===== src/rtl/cmd_bus_pkg.sv =====
// Shared types and constants for the command-bus arbiter and the requesters that feed it.
package cmd_bus_pkg;

  localparam int CMD_DATA_W = 8;
  localparam int GID_W      = 3;
  localparam int CNT_W      = 8;

  typedef enum logic [1:0] {
    ST_IDLE = 2'd0,
    ST_XFER = 2'd1,
    ST_REL  = 2'd2
  } arb_state_e;

  // Command bytes also issued by the startup sequencer
  localparam logic [CMD_DATA_W-1:0] CMD_BIST = 8'h52;
  localparam logic [CMD_DATA_W-1:0] CMD_CFG  = 8'h53;
  localparam logic [CMD_DATA_W-1:0] CMD_LOAD = 8'h54;

  // Per-cycle transfer events seen by the FSM
  typedef struct packed {
    logic accept;
    logic pkt_end;
    logic expire;
  } xfer_evt_t;

  function automatic logic [GID_W-1:0] wrap_inc(input logic [GID_W-1:0] idx, input int n);
    return (int'(idx) >= n - 1) ? '0 : idx + 1'b1;
  endfunction

endpackage


===== src/rtl/cmd_bus_arbiter_if.sv =====
// Requester-side and decoder-side beat channels of the shared command bus.
interface cmd_bus_arbiter_if
  import cmd_bus_pkg::*;
#(
  parameter int NUM_REQ = 3,
  parameter int DATA_W  = CMD_DATA_W
);
  logic [NUM_REQ-1:0]        req_valid;
  logic [NUM_REQ*DATA_W-1:0] req_data;
  logic [NUM_REQ-1:0]        req_last;
  logic [NUM_REQ-1:0]        req_ready;
  logic                      cmd_valid;
  logic [DATA_W-1:0]         cmd_data;
  logic                      cmd_last;
  logic                      cmd_ready;

  // Environment view: requesters plus the decoder
  modport master (
    output req_valid, req_data, req_last, cmd_ready,
    input  req_ready, cmd_valid, cmd_data, cmd_last
  );

  // Arbiter view
  modport slave (
    input  req_valid, req_data, req_last, cmd_ready,
    output req_ready, cmd_valid, cmd_data, cmd_last
  );
endinterface


===== src/rtl/rr_pick.sv =====
// Combinational round-robin search: first set req bit at ptr, ptr+1, ... (mod N).
module rr_pick
  import cmd_bus_pkg::*;
#(
  parameter int N = 3
) (
  input  logic [N-1:0]     req,
  input  logic [GID_W-1:0] ptr,
  output logic [GID_W-1:0] gnt_idx,
  output logic             any
);

  logic [2*N-1:0] dbl;
  logic [N-1:0]   rot;

  // Bit k of rot is req[(ptr+k) mod N]
  assign dbl = {req, req} >> ptr;
  assign rot = dbl[N-1:0];
  assign any = |req;

  always_comb begin
    gnt_idx = '0;
    for (int k = N - 1; k >= 0; k--) begin
      if (rot[k]) begin
        gnt_idx = (int'(ptr) + k >= N) ? GID_W'(int'(ptr) + k - N) : GID_W'(int'(ptr) + k);
      end
    end
  end

endmodule


===== src/rtl/cmd_bus_arbiter.sv =====
// Packet-granular round-robin arbiter for the command channel, with an owner-idle watchdog.
module cmd_bus_arbiter
  import cmd_bus_pkg::*;
#(
  parameter int NUM_REQ = 3,
  parameter int DATA_W  = CMD_DATA_W,
  parameter int TIMEOUT = 255
) (
  input  logic              clk,
  input  logic              rst_n,
  cmd_bus_arbiter_if.slave  bus,
  output logic [GID_W-1:0]  grant_id,
  output logic              busy,
  output logic              timeout_err,
  output logic [GID_W-1:0]  err_id
);

  localparam logic [CNT_W-1:0] IDLE_LAST = CNT_W'(TIMEOUT - 1);

  arb_state_e                      state, state_nxt;
  logic [GID_W-1:0]                rr_ptr, pick_idx, rel_ptr;
  logic                            pick_any;
  logic [CNT_W-1:0]                idle_cnt;
  logic [NUM_REQ-1:0][DATA_W-1:0]  data_a;
  logic                            own_valid, own_last, xfer;
  logic [DATA_W-1:0]               own_data;
  xfer_evt_t                       evt;

  assign data_a = bus.req_data;

  rr_pick #(.N(NUM_REQ)) u_pick (
    .req     (bus.req_valid),
    .ptr     (rr_ptr),
    .gnt_idx (pick_idx),
    .any     (pick_any)
  );

  // Owner's lane, selected by the registered grant
  always_comb begin
    own_valid = 1'b0;
    own_last  = 1'b0;
    own_data  = '0;
    for (int i = 0; i < NUM_REQ; i++) begin
      if (grant_id == GID_W'(i)) begin
        own_valid = bus.req_valid[i];
        own_last  = bus.req_last[i];
        own_data  = data_a[i];
      end
    end
  end

  assign xfer        = (state == ST_XFER);
  assign rel_ptr     = wrap_inc(grant_id, NUM_REQ);
  assign evt.accept  = xfer & own_valid & bus.cmd_ready;
  assign evt.pkt_end = evt.accept & own_last;
  // A decoder stall keeps own_valid high, so only an absent owner can expire
  assign evt.expire  = xfer & ~own_valid & (idle_cnt == IDLE_LAST) & ~evt.pkt_end;

  always_ff @(posedge clk or negedge rst_n) begin
    if (!rst_n) state <= ST_IDLE;
    else        state <= state_nxt;
  end

  always_comb begin
    state_nxt = state;
    case (state)
      ST_IDLE: if (pick_any) state_nxt = ST_XFER;
      ST_XFER: if (evt.pkt_end || evt.expire) state_nxt = ST_REL;
      ST_REL:  state_nxt = ST_IDLE;
      default: state_nxt = ST_IDLE;
    endcase
  end

  always_comb begin
    busy          = xfer;
    bus.cmd_valid = 1'b0;
    bus.cmd_data  = '0;
    bus.cmd_last  = 1'b0;
    bus.req_ready = '0;
    if (xfer) begin
      bus.cmd_valid = own_valid;
      bus.cmd_data  = own_data;
      bus.cmd_last  = own_last;
      for (int i = 0; i < NUM_REQ; i++) begin
        bus.req_ready[i] = (grant_id == GID_W'(i)) & bus.cmd_ready;
      end
    end
  end

  always_ff @(posedge clk or negedge rst_n) begin
    if (!rst_n) begin
      grant_id    <= '0;
      rr_ptr      <= '0;
      idle_cnt    <= '0;
      err_id      <= '0;
      timeout_err <= 1'b0;
    end else begin
      timeout_err <= evt.expire;
      if (state == ST_IDLE && pick_any) begin
        grant_id <= pick_idx;
        idle_cnt <= '0;
      end
      if (xfer) begin
        if (evt.accept)      idle_cnt <= '0;
        else if (!own_valid) idle_cnt <= idle_cnt + 1'b1;
        if (evt.pkt_end || evt.expire) rr_ptr <= rel_ptr;
        if (evt.expire)                err_id <= grant_id;
      end
    end
  end

endmodule


===== src/flat_wrapper.sv =====
// flat-port wrapper written by rule: the top's interface ports become plain ports
module cmd_bus_arbiter_flat import cmd_bus_pkg::*;
#(
  parameter int NUM_REQ = 3,
  parameter int DATA_W  = CMD_DATA_W,
  parameter int TIMEOUT = 255
)
  (clk, rst_n, grant_id, busy, timeout_err, err_id, bus_req_valid, bus_req_data, bus_req_last, bus_cmd_ready, bus_req_ready, bus_cmd_valid, bus_cmd_data, bus_cmd_last);
  cmd_bus_arbiter_if #(.NUM_REQ(NUM_REQ), .DATA_W(DATA_W)) bus_i ();
  input  logic clk;
  input  logic rst_n;
  output logic [GID_W-1:0] grant_id;
  output logic busy;
  output logic timeout_err;
  output logic [GID_W-1:0] err_id;
  input wire logic [$bits(bus_i.req_valid)-1:0] bus_req_valid;
  input wire logic [$bits(bus_i.req_data)-1:0] bus_req_data;
  input wire logic [$bits(bus_i.req_last)-1:0] bus_req_last;
  input wire logic [$bits(bus_i.cmd_ready)-1:0] bus_cmd_ready;
  output wire logic [$bits(bus_i.req_ready)-1:0] bus_req_ready;
  output wire logic [$bits(bus_i.cmd_valid)-1:0] bus_cmd_valid;
  output wire logic [$bits(bus_i.cmd_data)-1:0] bus_cmd_data;
  output wire logic [$bits(bus_i.cmd_last)-1:0] bus_cmd_last;
  assign bus_i.req_valid = bus_req_valid;
  assign bus_i.req_data = bus_req_data;
  assign bus_i.req_last = bus_req_last;
  assign bus_i.cmd_ready = bus_cmd_ready;
  assign bus_req_ready = bus_i.req_ready;
  assign bus_cmd_valid = bus_i.cmd_valid;
  assign bus_cmd_data = bus_i.cmd_data;
  assign bus_cmd_last = bus_i.cmd_last;
  cmd_bus_arbiter #(.NUM_REQ(NUM_REQ), .DATA_W(DATA_W), .TIMEOUT(TIMEOUT)) u_core (.clk(clk), .rst_n(rst_n), .bus(bus_i), .grant_id(grant_id), .busy(busy), .timeout_err(timeout_err), .err_id(err_id));
endmodule

===== config.mk =====
export PLATFORM = sky130hd
export DESIGN_NAME = cmd_bus_arbiter_flat
export DESIGN_NICKNAME = d
export VERILOG_FILES = /design/src/rtl/cmd_bus_pkg.sv /design/src/rtl/cmd_bus_arbiter_if.sv /design/src/rtl/rr_pick.sv /design/src/rtl/cmd_bus_arbiter.sv /design/src/flat_wrapper.sv
export SDC_FILE = /design/constraint.sdc
export NUM_CORES = 1
export LEC_CHECK = 0
export CAP_MARGIN = 20
export CELL_PAD_IN_SITES_DETAIL_PLACEMENT = 1
export CELL_PAD_IN_SITES_GLOBAL_PLACEMENT = 2
export CORE_ASPECT_RATIO = 0.6
export CORE_MARGIN = 2
export CORE_UTILIZATION = 29
export DETAILED_ROUTE_END_ITERATION = 8
export GPL_ROUTABILITY_DRIVEN = 0
export PLACE_DENSITY = 0.85
export SYNTH_ARGS = -nofsm -noshare
export SYNTH_HDL_FRONTEND = slang
export SYNTH_HIERARCHICAL = 1
export SYNTH_SLANG_ARGS = --single-unit

===== constraint.sdc =====
create_clock -name clk -period 3.1 [get_ports clk]
set_clock_uncertainty 0.05 [all_clocks]
set_input_delay 0.62 -clock clk [delete_from_list [all_inputs] [get_ports clk]]
set_output_delay 0.62 -clock clk [all_outputs]
set_load 0.05 [all_outputs]

# Word level (Yosys, flattened, before mapping)
# Cells that the tools add are included.
dict set report totals {
  regBits 20
  inputBits 33
  output_inout_bits 21
  wordCells 70
}
dict set report classes {
  n_addsub 7
  order_cmp 4
  eq_ne 6
  shifts 1
  n_mux 27
  n_bitwise 11
  reduce_logical 8
}
# cell count
set op_table {}
lappend op_table {{$mux 8} 8}
lappend op_table {{$mux 3} 8}
lappend op_table {{$and 1x1->1} 9}
lappend op_table {{$add 8x1->8 const B} 1}
lappend op_table {{$eq 8x8->1 const B} 1}
lappend op_table {{$ge 4x2->1 const B} 2}
lappend op_table {{$mux 1} 8}
lappend op_table {{$ge 3x2->1 const B} 2}
lappend op_table {{$reduce_and 2->1} 3}
lappend op_table {{$shr 6x3->3} 1}
lappend op_table {{$sub 3x3->3 const B} 2}
lappend op_table {{$add 3x1->4 const B} 1}
lappend op_table {{$add 3x2->4 const B} 1}
lappend op_table {{$mux 2} 2}
lappend op_table {{$pmux 2 s2} 1}
lappend op_table {{$add 3x1->3 const B} 1}
lappend op_table {{$eq 3x1->1 const B} 1}
lappend op_table {{$eq 3x2->1 const B} 1}
lappend op_table {{$logic_not 3->1} 1}
lappend op_table {{$reduce_or 3->1} 1}
lappend op_table {{$sub 3x2->3 const B} 1}
lappend op_table {{$eq 2x1->1 const B} 1}
lappend op_table {{$logic_not 2->1} 1}
lappend op_table {{$ne 2x1->1 const B} 1}
lappend op_table {{other kinds (4)} 5}

# Depth between registers and ports, before layout
dict set report logic_depth {
  depth_word 12
  depth_mapped 10
  ltp_nobuf 9
}

# Modules after synthesis
# Netlist, hierarchy kept.
# mod n_inst cells_each area_each_um2 seq_area_each_um2
set by_module_without_submodules {}
lappend by_module_without_submodules {cmd_bus_arbiter 1 151 1310.0 500.5}
lappend by_module_without_submodules {rr_pick 1 60 488.0 0.0}

# Worst setup path before layout
# No wires, ideal clock.
dict set report synth_path {
  path_type {register to output}
  start {reg u_core.grant_id[0]}
  end {out bus_cmd_valid}
  arrival_time_ns 2.311
  required_ns 2.430
  setup_slack_ns 0.119
  path_stages_with_launch 6
  path_buffers 0
  path_cell_list {dfrtp_1 -> inv_1 -> ha_1 -> and2b_1 -> a211o_1 -> nor2_1}
}
dict set report synth_via {
  elab_chain_len 5
  word_cells_on_any_way 7
  cone_classes {eq/ne (2); mux (4); reduce/logical (1)}
}
# item line
set synth_rtl {}
lappend synth_rtl {{start: declaration} cmd_bus_arbiter.sv:12} ;# output logic [GID_W-1:0] grant_id,
lappend synth_rtl {{start signal: assignment} cmd_bus_arbiter.sv:100} ;# grant_id <= pick_idx;
lappend synth_rtl {{$logic_not 3->1} cmd_bus_arbiter.sv:44} ;# if (grant_id == GID_W'(i)) begin
lappend synth_rtl {{$mux 1 (2 in a row)} cmd_bus_arbiter.sv:44}
lappend synth_rtl {{$mux 1 (*)} cmd_bus_arbiter.sv:44}
lappend synth_rtl {{$mux 1 (*)} cmd_bus_arbiter.sv:80} ;# if (xfer) begin
lappend synth_rtl {{end: declaration} flat_wrapper.sv:21} ;# output wire logic [$bits(bus_i.cmd_valid)-1:0] bus_cmd_valid;
# Every way passes the cells marked *; elsewhere a longest branch is shown, timed or not.

# Final worst setup path
dict set report layout_path {
  start {reg u_core.grant_id[0]}
  end {out bus_cmd_last}
}
dict set report layout_via {
  elab_chain_len 5
  word_cells_on_any_way 7
  cone_classes {eq/ne (2); mux (4); reduce/logical (1)}
}
# item line
set layout_rtl {}
lappend layout_rtl {{$logic_not 3->1} cmd_bus_arbiter.sv:44}
lappend layout_rtl {{$mux 1 (2 in a row)} cmd_bus_arbiter.sv:44}
lappend layout_rtl {{$mux 1 (*)} cmd_bus_arbiter.sv:44}
lappend layout_rtl {{$mux 1 (*)} cmd_bus_arbiter.sv:80}
lappend layout_rtl {{end: declaration} flat_wrapper.sv:23} ;# output wire logic [$bits(bus_i.cmd_last)-1:0] bus_cmd_last;
# Marks and branches as above.

==> impl.org <==
** Yosys
- Gate count after technology mapping :: 211
- In this run the cell area of the synthesized design comes to 1800 um2.
- Of the total synthesized cell area, the portion taken by AND, OR, NAND and NOR gates is 0.286.
- Average cell area after synthesis :: 8.52 um2
- Number of distinct library cell variants in the gate-level netlist after synthesis :: 54
- Synth warn :: 6
- Flip-flop and latch count after synthesis :: 20
- Synthesis produced a netlist with a net count of 257.
- By area, the combinational part of the netlist is dominated by simple AND/OR/NAND/NOR gates.
- Compound-Gate Fraction of Synth Area :: 0.201
- Mux share of post-synthesis cell area :: 0.0633
- Proportion of synthesized chip area in sequential cells :: 0.278
- Number of enable-type register cells in the synthesized netlist :: 0
- Among all flip-flop cells after synthesis, the most frequent one is sky130_fd_sc_hd__dfrtp_1.
- After synthesis, the share of flip-flops with an asynchronous set or reset is 1.00.
- Synth Area in XOR/XNOR :: 0.0244
- Synthesized-area fraction occupied by adder cells :: 0.0905

** Layout
- Fill cell total of the finished layout :: 720
- Registers take 500 um2.
- Leading cell types in the layout, fill and taps excluded :: sky130_fd_sc_hd__clkdlybuf4s50_1 (40), sky130_fd_sc_hd__nor2_1 (27), sky130_fd_sc_hd__nand2_1 (21)
- Layout Utilization :: 0.420
- Relative to the synthesized area, the layout overhead comes to 41.6%.
- Of the cells placed in the final design, the portion with a size suffix greater than 1 is 0.148.
- 0 antenna diodes ended up in the layout.
- Leaving out fill and tap cells, the most frequent cell in the layout is sky130_fd_sc_hd__clkdlybuf4s50_1.
- Non-filler cells, final :: 347
- Area of the multi-input gates :: 1200 um2
- Post-layout net count :: 310

** Placement
- Worst slack, placed :: 0.291 ns
- Including well taps, the total number of placed cells is 343.
- Port Buffers :: 53
- Estimated wirelength of the detail-placed design :: 4380 um

** Clock tree
- Clock transition time at the flip-flop clock pins of the worst setup and hold paths :: 0.07 ns
- TritonCTS built the clock tree.
- Hold buffer count at CTS :: 0
- For the worst-skew pair, the clock arrives at the later sink with an insertion delay of 0.26 ns.
- The tree built by TritonCTS fans out to 20 sinks.
- In this run, CTS created clock tree buffers numbering 3.
- Clk root buf :: sky130_fd_sc_hd__clkbuf_8
- Number of H-tree levels :: 1
- Buffer levels on the longest clock path :: 2

** Timing
- Hold Violations, Final :: 0
- In this run the tightest slew margin relative to its limit is 0.401.
- Setup repair after global routing left no endpoint under its margin.
- Setup slack closes at 0.164 ns.
- At the pin with the least slew margin, the transition time is 0.896 ns.
- Total Neg Setup Slack :: 0 ns
- Crit share post-route :: 0.947
- Subtracting the final worst setup slack from the clock period gives 2.94 ns.
- Setup Viol. Count Final :: 0
- Slew Limit Fails :: 0
- Timing would allow up to 341 MHz.

** Floorplan
- In this run the horizontal extent of the chip is 106 um.
- In this run the standard cell core region covers 6060 um2.
- The die covers 6870 um2.
- The floorplan has 22 rows.
- During I/O placement, the number of pins put on the boundary was 54.
- Initial Utilization :: 0.297
- Die height :: 65.0 um

** Routing
- DRT iter0 DRCs :: 74
- Remaining number of nets flagged by the antenna check after routing :: 0
- Wire per inst :: 15.8 um
- Total detailed-routing wirelength :: 5490 um
- After detailed routing, the number of vias per cell comes to 5.00.
- The first detailed-routing pass took 4 iterations.
- In the routed design, unresolved DRC markers number 0.
- Detailed routing inserted a total of 1735 vias.

** GRT
- Across every metal layer, demand over resource in global routing totals 0.165.
- For this run the aggregate overflow at the end of global routing stands at 0.
- Number of global-route vias before repair :: 1718
- Global-route wire length before repair :: 9000 um
- The initial antenna violation count is 0.
- Entering global routing, the biggest net connects 21 pins.

** Setup path
- Crit end category :: output pin
- The startpoint identified for the worst register-to-register timing path is u_core/rr_ptr[2].
- Largest fanout of any net on the critical path :: 19
- Data arrival time at the worst-slack endpoint :: 2.27 ns
- The worst setup path is of the reg2out kind.
- In this run the worst setup path begins at u_core/grant_id[0].
- Data required time of the critical path :: 2.43 ns
- Slack of the worst reg-to-reg path :: 0.65 ns
- STA classifies the critical path startpoint as a flip-flop.

** Power
- The worst-case IR drop observed on VDD is 0.000172 V.
- Static power due to leakage :: 1.16 nW
- Power per standard cell area :: 206 nW/um2

** Run status
- The flow ran to the end, and the final reports show no timing, DRC or antenna violations.

** Job
- The tool flagged a number of max-cap violations equal to 0.

** Hold path
- Min-delay src :: u_core/idle_cnt[5]
- The path class of the tightest hold or removal check is reg2reg.
[critical path, stage by stage (launching register included)]
cell	delay [ns]
sky130_fd_sc_hd__dfrtp_1	0.43
sky130_fd_sc_hd__inv_1	0.16
sky130_fd_sc_hd__ha_1	0.30
sky130_fd_sc_hd__buf_4	0.24
sky130_fd_sc_hd__a221oi_1	0.49
sky130_fd_sc_hd__and2_1	0.25
sky130_fd_sc_hd__buf_12	0.14
[final cells by class]
class | instances | area share
Clock buffer | 4 | 0.0216
Inverter | 8 | 0.0123
Multi-Input combinational cell | 172 | 0.471
Sequential cell | 20 | 0.197
Tap cell | 84 | 0.0413
Timing Repair Buffer | 59 | 0.257
[power breakdown]
part | internal [W] | total (W) | switching (W) | leakage, nW
clock network | 0.000113 | 0.000197 | 0.0000837 | 0.0288
registers | 0.000261 | 0.000261 | 0 | 0.249
logic | 0.0000445 | 0.0000669 | 0.0000224 | 0.885
[through the flow]
step	hold WS, ns	total power, W	area [um2]
floorplan	0.274	0.000280	1800
global placement	0.416	0.000333	2490
detailed placement	0.420	0.000333	2490
CTS	0.430	0.000533	2540
global route	0.474	0.000550	2550
finish	0.421	0.000524	2550
[cells in the mapped netlist, drive strengths merged, types with 5 or more instances]
| master | n | area (um2) |
|---|---|---|
| a22oi | 7 | 52.6 |
| and3 | 8 | 51.3 |
| clkbuf | 7 | 26.3 |
| dfrtp | 20 | 500 |
| nand3b | 5 | 50.1 |
| inv | 7 | 26.3 |
| ha | 13 | 163 |
| a21oi | 14 | 73.8 |
| nand2 | 23 | 91.3 |
| nand4 | 6 | 52.6 |
| nor2 | 27 | 101 |
| o21ai | 10 | 50.0 |
| mux2i | 8 | 80.1 |
[registers in the layout, summed over array words and instances (netlist names)]
name,flops
u_core/timeout_err,1
u_core/grant_id,3
u_core/state,2
u_core/err_id,3
u_core/rr_ptr,3
u_core/idle_cnt,8
[worst paths after layout]
path,end,cells after the start
min in group asynchronous,u_core/grant_id[1],1
min reg2reg,u_core/idle_cnt[5],1
max in group asynchronous,u_core/err_id[1],1
max reg2reg,u_core/grant_id[0],9
min,u_core/idle_cnt[5],1
max,bus_cmd_last,6
[metal layers]
metal	up-vias	track usage	share of wire	wire length (um)
li1	862	-	-	-
met1	830	0.259	0.57	3120
met2	41	0.235	0.38	2090
met3	2	0.0362	0.050	275
met4	0	0.0181	0.0013	7
met5	-	0	0	0
[kinds of logic (layout without fill, tap and decap cells)]
family          Yosys count  count (layout)
mux                      11              11
xor+xnor                  5               5
compound gates           50              50
buf+inv                  19              71
fa+ha+maj                13              13
flops                    20              20
simple gates             93              93
[repair_timing]
item | CTS | global route
gates resized for setup | 0 | 1
endpoints found under the setup margin | 0 | 8
buffers inserted | 0 | 0
No activity file was read; power rests on OpenSTA's default activity.
